===== src/rtl/cpu_pkg.sv =====
// Shared types and opcode constants for the fetch front end.
package cpu_pkg;

    typedef logic [15:0] addr_t;
    typedef logic [15:0] instr_t;

    typedef enum logic [2:0] {
        BOOT,
        REQ,
        WAIT,
        OUT,
        DRAIN
    } fetch_state_t;

    localparam logic [3:0] OP_CALL = 4'hC;
    localparam logic [3:0] OP_RET  = 4'hD;

endpackage


===== src/rtl/call_ret_predecode.sv =====
// Combinational CALL/RET predecode and next-PC selection for one fetched instruction.
module call_ret_predecode
    import cpu_pkg::*;
#(
    parameter logic [3:0] CALL_OP = OP_CALL,
    parameter logic [3:0] RET_OP  = OP_RET
) (
    input  instr_t instr,
    input  addr_t  pc,
    input  addr_t  ras_top,
    input  logic   ras_err,
    output logic   is_call,
    output logic   is_ret,
    output addr_t  next_pc,
    output addr_t  push_data,
    output logic   underflow
);

    addr_t pc_inc;
    addr_t call_target;

    // Both sums wrap naturally at 16 bits.
    assign pc_inc      = pc + 16'd1;
    assign call_target = pc + {{4{instr[11]}}, instr[11:0]};

    assign is_call   = (instr[15:12] == CALL_OP);
    assign is_ret    = (instr[15:12] == RET_OP);
    assign push_data = pc_inc;
    assign underflow = is_ret && ras_err;

    always_comb begin
        next_pc = pc_inc;
        if (is_call) begin
            next_pc = call_target;
        end else if (is_ret && !ras_err) begin
            next_pc = ras_top;
        end
    end

endmodule


===== src/rtl/fetch_pc_gen.sv =====
// Fetch-stage next-PC generator: owns the fetch PC, talks to imem, and drives the RAS.
//   state | meaning
//   BOOT  | one idle cycle after reset release
//   REQ   | imem request for pc outstanding
//   WAIT  | waiting for the returned instruction; predecode on arrival
//   OUT   | instruction held for decode until not stalled
//   DRAIN | swallow the response of a request made stale by a redirect
module fetch_pc_gen
    import cpu_pkg::*;
#(
    parameter addr_t      RESET_PC = 16'h0000,
    parameter logic [3:0] CALL_OP  = OP_CALL,
    parameter logic [3:0] RET_OP   = OP_RET
) (
    input  logic   clk,
    input  logic   rst,
    input  logic   stall,
    input  logic   redirect_valid,
    input  addr_t  redirect_pc,
    output logic   imem_req,
    output addr_t  imem_addr,
    input  logic   imem_rdy,
    input  logic   instr_valid,
    input  instr_t instr_in,
    output logic   out_valid,
    output instr_t instr_out,
    output addr_t  pc_out,
    output logic   ras_push,
    output addr_t  ras_new_data,
    output logic   ras_pop,
    input  addr_t  ras_top,
    input  logic   ras_err,
    output logic   ras_underflow
);

    fetch_state_t state;
    addr_t        pc;

    logic  pd_is_call;
    logic  pd_is_ret;
    logic  pd_underflow;
    addr_t pd_next_pc;
    addr_t pd_push_data;
    logic  take_instr;

    call_ret_predecode #(
        .CALL_OP (CALL_OP),
        .RET_OP  (RET_OP)
    ) u_predecode (
        .instr     (instr_in),
        .pc        (pc),
        .ras_top   (ras_top),
        .ras_err   (ras_err),
        .is_call   (pd_is_call),
        .is_ret    (pd_is_ret),
        .next_pc   (pd_next_pc),
        .push_data (pd_push_data),
        .underflow (pd_underflow)
    );

    // A redirect in the same cycle kills the instruction, including its RAS side effects.
    assign take_instr    = (state == WAIT) && instr_valid && !redirect_valid;
    assign ras_push      = take_instr && pd_is_call;
    assign ras_pop       = take_instr && pd_is_ret;
    assign ras_new_data  = ras_push ? pd_push_data : 16'h0000;
    assign ras_underflow = ras_pop && pd_underflow;
    assign imem_addr     = pc;

    always_ff @(posedge clk or posedge rst) begin
        if (rst) begin
            state     <= BOOT;
            pc        <= RESET_PC;
            instr_out <= '0;
            pc_out    <= '0;
            imem_req  <= 1'b0;
            out_valid <= 1'b0;
        end else begin
            unique case (state)
                BOOT: begin
                    state    <= REQ;
                    imem_req <= 1'b1;
                end
                REQ: begin
                    if (redirect_valid) begin
                        pc <= redirect_pc;
                        if (imem_rdy) begin
                            state    <= DRAIN;
                            imem_req <= 1'b0;
                        end
                    end else if (imem_rdy) begin
                        state    <= WAIT;
                        imem_req <= 1'b0;
                    end
                end
                WAIT: begin
                    if (redirect_valid) begin
                        pc       <= redirect_pc;
                        state    <= instr_valid ? REQ : DRAIN;
                        imem_req <= instr_valid;
                    end else if (instr_valid) begin
                        pc        <= pd_next_pc;
                        instr_out <= instr_in;
                        pc_out    <= pc;
                        state     <= OUT;
                        out_valid <= 1'b1;
                    end
                end
                OUT: begin
                    if (redirect_valid) begin
                        pc        <= redirect_pc;
                        state     <= REQ;
                        imem_req  <= 1'b1;
                        out_valid <= 1'b0;
                    end else if (!stall) begin
                        state     <= REQ;
                        imem_req  <= 1'b1;
                        out_valid <= 1'b0;
                    end
                end
                DRAIN: begin
                    if (redirect_valid) begin
                        pc <= redirect_pc;
                    end
                    // Leaving on the stale response also covers a redirect arriving with it.
                    if (instr_valid) begin
                        state    <= REQ;
                        imem_req <= 1'b1;
                    end
                end
                default: begin
                    state     <= BOOT;
                    imem_req  <= 1'b0;
                    out_valid <= 1'b0;
                end
            endcase
        end
    end

endmodule


===== config.mk =====
export PLATFORM = sky130hd
export DESIGN_NAME = fetch_pc_gen
export DESIGN_NICKNAME = d
export VERILOG_FILES = /design/src/rtl/cpu_pkg.sv /design/src/rtl/call_ret_predecode.sv /design/src/rtl/fetch_pc_gen.sv
export SDC_FILE = /design/constraint.sdc
export NUM_CORES = 1
export LEC_CHECK = 0
export ABC_AREA = 1
export CORE_MARGIN = 2
export CORE_UTILIZATION = 30
export DETAILED_ROUTE_END_ITERATION = 16
export PLACE_DENSITY = 0.55
export SYNTH_ARGS = -nofsm -noshare
export SYNTH_HDL_FRONTEND = slang
export SYNTH_SLANG_ARGS = --single-unit

===== constraint.sdc =====
create_clock -name clk -period 2.75 [get_ports clk]
set_clock_uncertainty 0.1 [all_clocks]
set_input_delay 0.4125 -clock clk [delete_from_list [all_inputs] [get_ports clk]]
set_output_delay 0.4125 -clock clk [all_outputs]
set_load 0.05 [all_outputs]

==> impl_results.md <==
- Routed wire length: ~13000 um
- Result of the run: finished clean
- Crit path kind: register to primary output
- Arrival @ worst endpoint: 2.04 ns
- Library cells used by synthesis: 38
- Total CTS buffers: 5
- Io pins: between 100 and 150
- Final Hold Vio Count: 0
- Finished Layout Cells: 931
- Pre-antenna DRT Iters: 5
- PortBufs: 123
- Synth-to-Final Area Change: 43.71%
- Synth Cell Area: 0.004076 sq mm
- CP Launch Type: register
- Worst Hold Class: input pin to asynchronous set/reset pin
- Hold_buf cts: 0
- # rows: 42
- Core area: between 0.01 and 0.015 sq mm
- Cells after DPL: about 920
- Clock Pin Slew Worst Setup and Hold Paths: 0.07 ns
- CTS sink cnt: 53
- Largest net degree at the start of global routing: 37
- Final setup viols: 0
- Synth Register Bits: 53
- Yosys warning total: 0
- Leak: ~2.9 nW
- Worst slew margin: 63.84%
- CTS root buf: clkbuf_16
- Nets: a little over 800
- Final Max Tran Viols: 0
- VDD IR max: roughly 0.48 mV
- Final critical-path share of the clock period: 92.66%
- Clock Latency Late Sink: 0.29 ns
- Drt wl/cell: 14.09 um
- Synth Net Count: between 700 and 800
- Via-to-Cell Ratio: 4.607
- Pwr Total: between 6 and 7 mW
- DIE HEIGHT: 120.6 um
- DRT iter0 DRCs: 171
- Initial antenna violation count: 0
- Total GRT Usage: 18.22%
- Cells after synthesis: 629
- HPWL after detailed placement: 10860 um
- Die area: 0.01454 sq mm
- Most frequent cells in the layout: nand2_1 (230), clkdlybuf4s50_1 (104), inv_1 (86)
- Routability cong.: 0.8953
- Vias: 4289
- Chip width: around 120 um
- PwrDens: 1107 mW/mm^2
- RSZ-0062 raised after global routing: false
- Syn avg cell area: 6.481 sq um
- Min Clock Period, post-route: about 2.5 ns
- Post-route ant nets: 0
- Vias in the first global route: 4202
- CTS Buffer Depth: 2
- Sequential fraction of the synthesis area: 32.54%
- CTS tree: yes
- Layout cells sized above 1: under 10%
- Initial Util: 30.78%
- Worst-Margin Slew: 0.5407 ns
- FMAX: 392.5 MHz
- H-tree level count: 2
- Setup crit end kind: primary output
- Gr ovfl total: 0
- Global-route wire length before repair: roughly 21000 um
- Residual DRC count: 0
- Post-route setup TNS: 0 ns
- WP data required: 2.24 ns
- Most common cell after layout, fill and taps aside: nand2_1
- CP Max Fanout: 8
- Antenna Cells: 0
- MaxCap Viol Count: 0
==> logic make-up after synthesis <==
| logic type | after synthesis | synth area share (%) |
|---|---|---|
| xor gates and xnor gates | 7 | 1.504 |
| adders and majority gates | 17 | 5.402 |
| and+or+nand+nor | 348 | 36.43 |
| AOI/OAI and AO/OA | 92 | 12.77 |
| DFF | 53 | 32.54 |
| buffers and inverters | 112 | 11.36 |
==> sequential cells by signal (all words and copies together) (netlist names) <==
| name | flops |
|---|---|
| out_valid | 1 |
| instr_out | 16 |
| pc_out | 16 |
| imem_addr | 16 |
| state | 3 |
| imem_req | 1 |
==> layer usage <==
layer	global-route usage (%)	wire, um	share of wire (%)	vias to the layer above
met5	0	0	0	-
met4	3.706	131	1.0	0
met3	2.783	570	4.3	8
met2	31.18	6097	46	100
met1	24.40	6321	48	1941
li1	-	-	-	2240
==> synthesized netlist by cell type, drive strengths merged <==
master  instances  area share, %
nand2         232             22
inv            94            8.7
dfrtp          53             33
nand3          50            6.5
nor2           48            5.6
a21oi          36            4.5
o21ai          36            4.6
ha             16            4.9
buf            14            2.2
o21a           10            1.8
nand4           7            1.1
nor3            5           0.61
xor2            5            1.1
a22oi           3           0.55
clkbuf          3           0.28
nand3b          3           0.55
o211ai          3           0.55
o31ai           3           0.55
or2             3           0.46
xnor2           2           0.43
clkinv          1           0.12
fa              1           0.49
o22ai           1           0.15
==> critical path: stages (launching register included) <==
cell	delay, ns
dfrtp_1	0.49
ha_1	0.26
nand3_1	0.18
nor2_4	0.22
nand4_1	0.16
a21oi_2	0.26
buf_12	0.17
==> worst paths after layout <==
| check | start | to | slack, ns | cells past startpoint |
|---|---|---|---|---|
| worst min-delay path | rst | instr_out[15] | 0.37 | 2 |
| worst max-delay path | imem_addr[1] | ras_new_data[8] | 0.20 | 6 |
| worst max register to register | imem_addr[0] | imem_addr[4] | 0.61 | 8 |
| worst min register to register | instr_out[1] | instr_out[1] | 0.38 | 2 |
| max in group asynchronous | rst | instr_out[9] | 1.54 | 3 |
| min in group clk | instr_out[1] | instr_out[1] | 0.38 | 2 |
==> cell type report <==
class,instances,area (sq um)
flip-flops and latches,53,1328
well taps,176,220.2
repair buffers,135,1511
clock inverters,1,7.507
fillers,1409,7385
clock buffers,7,132.6
multi-input cells,464,2298
inverters,95,360.3
==> power by group <==
group | leakage, nW | internal, mW | switching, mW
combinational | 2.16 | 1.45 | 2.85
clock | 0.0641 | 0.339 | 0.286
sequential | 0.660 | 1.14 | 0.427
==> through the flow <==
step / cell area, sq um / setup WS (ns) / hold slack, ns / util (%)
finish: 5858 / 0.2019 / 0.3744 / 44.24
global route: 5858 / 0.04495 / 0.3998 / 44.24
CTS: 5857 / 0.1278 / 0.3844 / 44.23
detailed placement: 5717 / 0.2561 / 0.3620 / 43.17
global placement: 5717 / 0.2731 / 0.3542 / 43.17
floorplan: 4088 / 0.009668 / 0.4293 / -
==> timing repair <==
item	in CTS	in global routing
endpoints found under the setup margin	0	2
buffers inserted	0	0
gates resized for setup	0	1
Note: power is estimated with default switching activity, not from simulation.
